==> src/rtl/fetch_unit.sv <==
// fetch_unit -- instruction-fetch stage feeding decode.
//
// Owns the program counter and drives a synchronous-read instruction memory
// (data returns one cycle after the read is issued). A one-entry skid
// register keeps the presented instruction stable while decode stalls.
// Redirects come from decode (jumps) and from execute (taken branches).
//
// Parameters:
//   RESET_PC  byte address fetched first after start
//   IMEM_AW   instruction-memory word-address width
//
// Ports:
//   clk, rst            clock, synchronous active-high reset
//   start               leave IDLE and begin fetching
//   stall               decode cannot accept the presented instruction
//   dec_redirect/npc    decode-resolved jump and its target
//   ex_redirect/target  execute-resolved taken branch (flush) and its target
//   halt_in             presented instruction is the stop instruction
//   imem_en/addr/rdata  instruction-memory read port
//   pc, inst, valid     instruction presented to decode
//   running             fetch state machine is in RUN
//
// Optional build macro FETCH_PERF_EN adds the perf_fetched and perf_bubbles
// saturating counters and their output ports.

module fetch_unit #(
  parameter logic [31:0] RESET_PC = 32'h0000_0000,
  parameter int          IMEM_AW  = 15
) (
  input  logic               clk,
  input  logic               rst,
  input  logic               start,
  input  logic               stall,
  input  logic               dec_redirect,
  input  logic [31:0]        dec_npc,
  input  logic               ex_redirect,
  input  logic [31:0]        ex_target,
  input  logic               halt_in,
  output logic               imem_en,
  output logic [IMEM_AW-1:0] imem_addr,
  input  logic [31:0]        imem_rdata,
  output logic [31:0]        pc,
  output logic [31:0]        inst,
  output logic               valid,
  output logic               running
`ifdef FETCH_PERF_EN
  ,
  output logic [31:0]        perf_fetched,
  output logic [31:0]        perf_bubbles
`endif
);

  typedef enum logic [1:0] {
    S_IDLE = 2'd0,
    S_RUN  = 2'd1,
    S_HALT = 2'd2
  } state_t;

  state_t      state;
  state_t      state_nxt;
  logic [31:0] fetch_pc;
  logic [31:0] pc_q;
  logic        inflight;
  logic        squash;
  logic [31:0] skid;
  logic        skid_v;

  logic        run;
  logic        valid_c;
  logic        ex_take;
  logic        dec_take;
  logic        halt_take;
  logic        issue_en;
  logic        issue;

  // Low address bits are forced to word alignment and the upper fetch_pc
  // bits only matter for the architectural pc, not the memory address.
  logic        unused_bits;
  assign unused_bits = ^{dec_npc[1:0], ex_target[1:0], fetch_pc};

  assign run       = (state == S_RUN);
  // An execute flush kills the presented instruction in the same cycle.
  assign valid_c   = (inflight | skid_v) & ~squash & ~ex_redirect;
  assign ex_take   = ex_redirect & run;
  assign dec_take  = dec_redirect & valid_c & ~stall;
  assign halt_take = halt_in & valid_c & ~stall;
  // The memory is read whenever fetch may advance; on a redirect cycle that
  // read is on the wrong path and is tagged by squash instead of presented.
  assign issue_en  = run & ~stall & ~halt_take;
  assign issue     = issue_en & ~ex_take & ~dec_take;

  // State register.
  always_ff @(posedge clk) begin
    if (rst) begin
      state <= S_IDLE;
    end else begin
      state <= state_nxt;
    end
  end

  // Next-state logic: HALT is only left through reset.
  always_comb begin
    state_nxt = state;
    case (state)
      S_IDLE: begin
        if (start) begin
          state_nxt = S_RUN;
        end else begin
          state_nxt = S_IDLE;
        end
      end
      S_RUN: begin
        if (halt_take) begin
          state_nxt = S_HALT;
        end else begin
          state_nxt = S_RUN;
        end
      end
      S_HALT: begin
        state_nxt = S_HALT;
      end
      default: begin
        state_nxt = S_IDLE;
      end
    endcase
  end

  // Output decode towards memory and decode.
  always_comb begin
    running   = run;
    imem_en   = issue_en;
    imem_addr = fetch_pc[IMEM_AW+1:2];
    valid     = valid_c;
    pc        = pc_q;
    // imem_rdata is only meaningful the cycle after a read; show zero otherwise.
    if (skid_v) begin
      inst = skid;
    end else if (inflight) begin
      inst = imem_rdata;
    end else begin
      inst = 32'h0000_0000;
    end
  end

  // Fetch address and presented-pc registers.
  always_ff @(posedge clk) begin
    if (rst) begin
      fetch_pc <= RESET_PC;
      pc_q     <= 32'h0000_0000;
    end else begin
      if (ex_take) begin
        fetch_pc <= {ex_target[31:2], 2'b00};
      end else if (dec_take) begin
        fetch_pc <= {dec_npc[31:2], 2'b00};
      end else if (issue) begin
        fetch_pc <= fetch_pc + 32'd4;
      end else begin
        fetch_pc <= fetch_pc;
      end
      if (issue) begin
        pc_q <= fetch_pc;
      end else begin
        pc_q <= pc_q;
      end
    end
  end

  // In-flight read tracking; a stall holds the outstanding read as-is.
  always_ff @(posedge clk) begin
    if (rst) begin
      inflight <= 1'b0;
      squash   <= 1'b0;
    end else if (!run) begin
      inflight <= 1'b0;
      squash   <= 1'b0;
    end else if (stall && !ex_take) begin
      inflight <= inflight;
      squash   <= squash;
    end else begin
      inflight <= issue_en;
      squash   <= issue_en & (ex_take | dec_take);
    end
  end

  // Skid register: capture the returning word on the first stall cycle so the
  // presented instruction survives the memory output going stale.
  always_ff @(posedge clk) begin
    if (rst) begin
      skid   <= 32'h0000_0000;
      skid_v <= 1'b0;
    end else if (!run || ex_take) begin
      skid   <= skid;
      skid_v <= 1'b0;
    end else if (stall) begin
      if (inflight && !skid_v) begin
        skid   <= imem_rdata;
        skid_v <= 1'b1;
      end else begin
        skid   <= skid;
        skid_v <= skid_v;
      end
    end else begin
      skid   <= skid;
      skid_v <= 1'b0;
    end
  end

`ifdef FETCH_PERF_EN
  // Saturating performance counters, active only in RUN.
  always_ff @(posedge clk) begin
    if (rst) begin
      perf_fetched <= 32'h0000_0000;
      perf_bubbles <= 32'h0000_0000;
    end else if (run) begin
      if (valid_c && !stall && (perf_fetched != 32'hFFFF_FFFF)) begin
        perf_fetched <= perf_fetched + 32'd1;
      end else begin
        perf_fetched <= perf_fetched;
      end
      if (!valid_c && (perf_bubbles != 32'hFFFF_FFFF)) begin
        perf_bubbles <= perf_bubbles + 32'd1;
      end else begin
        perf_bubbles <= perf_bubbles;
      end
    end else begin
      perf_fetched <= perf_fetched;
      perf_bubbles <= perf_bubbles;
    end
  end
`endif

endmodule

==> config.mk <==
export PLATFORM = sky130hd
export DESIGN_NAME = fetch_unit
export DESIGN_NICKNAME = d
export VERILOG_FILES = /design/src/rtl/fetch_unit.sv
export SDC_FILE = /design/constraint.sdc
export NUM_CORES = 1
export LEC_CHECK = 0
export CAP_MARGIN = 5
export CORE_MARGIN = 2
export CORE_UTILIZATION = 46
export DETAILED_ROUTE_END_ITERATION = 12
export PLACE_DENSITY = 0.8
export SYNTH_ARGS = -nofsm -noshare
export SYNTH_HDL_FRONTEND = slang
export SYNTH_SLANG_ARGS = --single-unit
==> constraint.sdc <==
create_clock -name clk -period 2.9 [get_ports clk]
set_clock_uncertainty 0.2 [all_clocks]
set_input_delay 0.58 -clock clk [delete_from_list [all_inputs] [get_ports clk]]
set_output_delay 0.58 -clock clk [all_outputs]
set_load 0.01 [all_outputs]
==> reports/summary.txt, run 1 <==
status: completed
P_int: 2.43 mW
MaxCap Viol Count: 0
Die Wd: 110 µm
VDD IR max: 0.236 mV
Critical Path Max Stage Delay: 0.57 ns
vias in the first global route: 5271
area of the multi-input gates: 2790 µm²
leak pwr: 2.48 nW
first-pass GRT wire length: 24800 µm
Net Switching: 0.799 mW
Data arrival, critical path: 2.00 ns
Slew Limit Headroom: 54.7%
crit end category: output pin
Vias/cell: 5.58
Reg clk slew, reported paths: 0.06 ns
Netlist Area Pre-Place: 5180 µm²
register area: 1940 µm²
Total Wirelength: 15700 µm
CTS tree: yes
Final Hold Fails: 0
critical path fanouts, max: 7
final instance area: 7300 µm²
Setup Fix Bufs, Post-CTS: 0
Critical Path RT: 2.12 ns
vias post-DR: 5595
crit path launch type: input pin
Filler cells: 938
Placement Setup Slack: -0.0783 ns
CTS Buf Count: 9
worst hold path type: reg2reg
Synth Instances: 707
Setup violations, final: 0
# port buffers: 178
critical path type: in2out
utilization after layout: 66.8%
initial antenna violation count: 0
post-route ant nets: 0
gr usage total: 25.7%
Yosys top cell area share: 37.5%
most frequent cells in the layout: nand2_1, clkdlybuf4s50_1, dfxtp_1
clock sink count: 97
Area after DPL: 6990 µm²
Crit-path slowest cell: clkdlybuf4s50_1
register area share after synthesis: 37.5%
Period minus WS final: 2.78 ns
Row Count: 38
WL per Instance: 15.7 µm
Antenna Cells: 0
FF+latch count, synth: 97
Worst Tran Pin Value: 0.674 ns
Synth Warn #: 0
critical path's most frequent cell: clkdlybuf4s50_1
Cell Chain, Critical Path: clkdlybuf4s50_1 > buf_4 > o21bai_1 > nor2_1 > clkdlybuf4s50_1
Initial Utilization: 47.4%
Layout Nets: 962
Final Wtd Congestion: 0.888
largest net degree at the start of global routing: 63
FMAX: 360 MHz
placeable core region: 10900 µm²
Seq pwr share: 44.4%
PD cells: 443 nW/µm²
Power, Total: 3.23 mW
Pre-antenna DRT Iters: 5
# DRC: 0
RSZ-0062 raised after global routing: false
synth top area cells: dfxtp_1, nand2_1, a21oi_1
CTS Buffer Depth: 2
switching share of power: 24.7%
post-DP HPWL: 11200 µm
Die Span Y: 110 µm
Clk pwr share: 39.6%
overflow left after global routing: 0
Logic pwr share: 16.0%
Setup TNS Final: 0 ns
first-iteration detailed-routing DRC count: 403
clk_lat worst skew: 0.35 ns
most common cell after layout, fill and taps aside: nand2_1
die area: 12100 µm²
Final Max Tran Viols: 0
io pins: 185
largest area contributor in the netlist: dfxtp_1
setup slack after layout: 0.121 ns
CTS Root Cell: clkbuf_16
Layout area overhead: 40.9%
Avg Cell Area, Syn: 7.33 µm²
CTS H-tree depth: 3
final worst-path cycle share: 95.8%
ratio of cells with drive above 1 in the final layout: 7.66%
Unique masters post-synth: 54
==> routing by layer <==
metal | up-vias | share of wire [%] | global-route usage, %
met5 | - | 0 | 0
met3 | 36 | 8.2 | 4.82
met2 | 280 | 48 | 43.2
met1 | 2559 | 42 | 32.3
li1 | 2720 | - | -
met4 | 0 | 2.3 | 10.8
==> state kept, by name, summed over array words and instances, names as in the netlist <==
register and flops:
fetch_pc 30, inflight 1, pc 30, skid 32, skid_v 1, squash 1
state 2
==> Yosys cell counts (all sizes together) <==
master,instances
a211oi,18
and3,6
o221ai,1
nand3,17
conb,1
o22ai,3
a2111oi,2
buf,28
ha,1
a31o,2
nor2b,2
and2,2
a311oi,2
a32oi,1
nor2,49
a22o,12
and4,1
a221o,1
or4,1
a22oi,2
nand2,183
or3,4
nand3b,2
nand4,12
o21bai,2
a221oi,2
o21ai,37
a31oi,6
nand4b,1
xor2,2
o211ai,6
nor4,5
nand2b,4
nor3,27
dfxtp,97
a21oi,89
xnor2,18
clkbuf,46
or3b,1
o21a,3
inv,7
o21ba,1
==> metrics by stage <==
step | hold slack, ns | std cells
floorplan | 0.232 | 708
global placement | 0.241 | 987
detailed placement | 0.247 | 987
CTS | 0.256 | 1002
global route | 0.270 | 1002
finish | 0.254 | 1002
==> cell families after synthesis <==
group                    count (synthesis)  synth area share, %
flip-flops                              97                 37.5
XOR/XNOR                                20                 3.38
AO/OA/AOI/OAI                          190                 22.4
adder cells (fa/ha/maj)                  1                0.241
AND/OR/NAND/NOR                        317                 27.4
other                                    1               0.0723
buffers and inverters                   81                 9.05
==> power by group through the flow <==
stage               Sequential, mW  Combinational, mW  Clock, mW
detailed placement            1.46              0.511          0
global route                  1.44              0.560       1.36
finish                        1.44              0.518       1.28
floorplan                     1.45              0.271          0
global placement              1.46              0.503          0
CTS                           1.43              0.516       1.30
==> final cells by class <==
cell class	count	area share, %
repair buffers	213	28.1
well taps	140	2.40
inverters	7	0.360
multi-input cells	530	38.2
clock inverters	5	1.10
clock buffers	10	3.27
flip-flops and latches	97	26.6
==> worst max-delay path: cells and delay by family <==
kind,cells,cell delay [ns]
buf+inv,3,1.16
compound gates,1,0.17
simple gates,1,0.09
==> final timing paths <==
| check | startpoint | endpoint | slack, ns | cells past startpoint |
|---|---|---|---|---|
| worst max register to register | fetch_pc[3] | fetch_pc[30] | 0.36 | 6 |
| worst min register to register | pc[13] | pc[13] | 0.25 | 2 |
| worst max-delay path | ex_redirect | valid | 0.12 | 5 |
| worst min-delay path | pc[13] | pc[13] | 0.25 | 2 |
==> repair_timing <==
action | CTS | global route
gates resized for setup | 1 | 0
hold buffers | 0 | 0
setup endpoints to repair | 1 | 0
Note: power is estimated with default switching activity, not from simulation.
==> inputs of run 2 (changes only) <==
--- a/config.mk
+++ b/config.mk
@@ -8,7 +8,9 @@
 export CAP_MARGIN = 5
 export CORE_MARGIN = 2
 export CORE_UTILIZATION = 46
+export CTS_CLUSTER_SIZE = 14
 export DETAILED_ROUTE_END_ITERATION = 12
+export MAX_ROUTING_LAYER = met4
 export PLACE_DENSITY = 0.8
 export SYNTH_ARGS = -nofsm -noshare
 export SYNTH_HDL_FRONTEND = slang
==> run 2 against run 1 <==
Effect of this change: wire length up 0.60%; utilization unchanged; flip-flop and latch count unchanged; register-to-register slack about the same; sequential power about the same; sequential share of layout area unchanged; die area unchanged.
==> reports/summary.txt, run 2 (synthesized netlist as in run 1, its figures left out) <==
status: completed (unchanged)
Slew Limit Headroom: 52.9% (was 54.7%)
WP buf/inv: 3 (unchanged)
RR Startpoint: fetch_pc[3] (unchanged)
most frequent cells in the layout: nand2_1, clkdlybuf4s50_1, dfxtp_1 (unchanged)
Layout Nets: 962 (unchanged)
Largest Register: skid (unchanged)
Final Max Tran Viols: 0 (unchanged)
max reg flops: 32 (unchanged)
min-delay src: pc[2] (was pc[13])
area of the multi-input gates: 2790 µm² (unchanged)
crit path launch type: input pin (unchanged)
# DRC: 0 (unchanged)
CTS tree: yes (unchanged)
Hold Path Cell Cnt: 2 (unchanged)
clock sink count: 97 (unchanged)
Reg clk slew, reported paths: 0.06 ns (about the same)
post-DP HPWL: 11200 µm (unchanged)
crit end category: output pin (unchanged)
post-route ant nets: 0 (unchanged)
register area: 1940 µm² (unchanged)
Final Hold Fails: 0 (unchanged)
PD cells: 443 nW/µm² (about the same)
largest net degree at the start of global routing: 63 (unchanged)
Setup violations, final: 0 (unchanged)
placeable core region: 10900 µm² (unchanged)
Row Count: 38 (unchanged)
reg2reg setup slack: 0.36 ns (about the same)
clk_lat worst skew: 0.35 ns (about the same)
final worst-path cycle share: 95.8% (about the same)
worst hold path type: reg2reg (unchanged)
leak pwr: 2.48 nW (unchanged)
Hold-fix buffers, CTS: 0 (unchanged)
Period minus WS final: 2.78 ns (about the same)
Critical Path Max Stage Delay: 0.57 ns (about the same)
Crit-path slowest cell: clkdlybuf4s50_1 (unchanged)
CTS Buf Count: 9 (unchanged)
VDD IR max: 0.237 mV (was 0.236 mV)
gr usage total: 26.4% (was 25.7%)
first-pass GRT wire length: 24900 µm (was 24800 µm)
critical path's most frequent cell: clkdlybuf4s50_1 (unchanged)
Cell Chain, Critical Path: clkdlybuf4s50_1 > buf_4 > o21bai_1 > nor2_1 > clkdlybuf4s50_1 (unchanged)
Die Span Y: 110 µm (unchanged)
RSZ-0062 raised after global routing: false (unchanged)
Filler cells: 938 (unchanged)
CTS Root Cell: clkbuf_16 (unchanged)
hold endpoint: pc[2] (was pc[13])
Power, Total: 3.24 mW (was 3.23 mW)
worst r2r path cells: 6 (unchanged)
Die Wd: 110 µm (unchanged)
CTS Buffer Depth: 2 (unchanged)
ratio of cells with drive above 1 in the final layout: 7.66% (unchanged)
Total Wirelength: 15800 µm (was 15700 µm)
io pins: 185 (unchanged)
vias post-DR: 5590 (was 5595)
Critical Path RT: 2.12 ns (about the same)
setup slack after layout: 0.122 ns (was 0.121 ns)
MaxCap Viol Count: 0 (unchanged)
post_cts resized: 1 (unchanged)
RR Endpoint: fetch_pc[30] (unchanged)
CP delay by family, top: buffers and inverters (unchanged)
overflow left after global routing: 0 (unchanged)
Setup Fix Bufs, Post-CTS: 0 (unchanged)
Antenna Cells: 0 (unchanged)
vias in the first global route: 5263 (was 5271)
WL per Instance: 15.8 µm (was 15.7 µm)
critical path type: in2out (unchanged)
Pre-antenna DRT Iters: 5 (unchanged)
most common cell after layout, fill and taps aside: nand2_1 (unchanged)
FMAX: 360 MHz (about the same)
Data arrival, critical path: 2.00 ns (about the same)
# port buffers: 178 (unchanged)
Final Wtd Congestion: 0.902 (was 0.888)
Layout area overhead: 40.9% (unchanged)
Worst Tran Pin Value: 0.699 ns (was 0.674 ns)
critical path fanouts, max: 7 (unchanged)
die area: 12100 µm² (unchanged)
first-iteration detailed-routing DRC count: 435 (was 403)
Vias/cell: 5.58 (about the same)
Initial Utilization: 47.4% (unchanged)
CTS H-tree depth: 3 (unchanged)
initial antenna violation count: 0 (unchanged)
Placement Setup Slack: -0.0783 ns (unchanged)
-- run 2: cell counts in the layout (fill, tap and decap cells not counted) --
No cell type changed its count.
-- run 2: worst min-delay path: stages, from the launching register on --
cell	delay, ns
dfxtp_1	0.31
nand2_1	0.05
a21oi_1	0.05
-- run 2: through the flow --
stage,instance area [µm²],utilization [%],instances,setup TNS [ns],hold WS (ns)
after global routing,7300,66.8,1002,0,0.270
after floorplan,5190,-,708,0,0.232
final,7300,66.8,1002,0,0.253
after global placement,6990,63.9,987,-0.0855,0.241
after detailed placement,6990,63.9,987,-0.0783,0.247
after CTS,7300,66.8,1002,0,0.256
-- run 2: cell type report --
cell class,instances,share of cell area [%]
clock buffers,10,3.27
multi-input cells,530,38.2
well taps,140,2.40
inverters,7,0.360
flip-flops and latches,97,26.6
clock inverters,5,1.10
repair buffers,213,28.1
-- run 2: report_power, final --
group / switching [mW] / internal (mW) / leakage [nW]
Sequential: 0.0617 / 1.38 / 0.787
Combinational: 0.233 / 0.286 / 1.54
Clock: 0.508 / 0.773 / 0.151
-- run 2: worst max-delay path by stage --
stage | startpoint | to | slack [ns] | cells past startpoint
2_1_floorplan | stall | fetch_pc[23] | 0.58 | 7
3_3_place_gp | stall | imem_en | -0.09 | 4
3_5_place_dp | stall | imem_en | -0.08 | 4
4_1_cts | ex_redirect | valid | 0.11 | 5
5_1_grt | ex_redirect | valid | 0.04 | 5
6_report | ex_redirect | valid | 0.12 | 5
-- run 2: metal layers --
metal | vias to the layer above | part of all wire, % | GRT usage, %
li1 | 2719 | - | -
met1 | 2578 | 42 | 32.7
met2 | 257 | 48 | 43.3
met3 | 36 | 7.8 | 4.06
met4 | 0 | 2.3 | 10.7
met5 | - | 0 | -
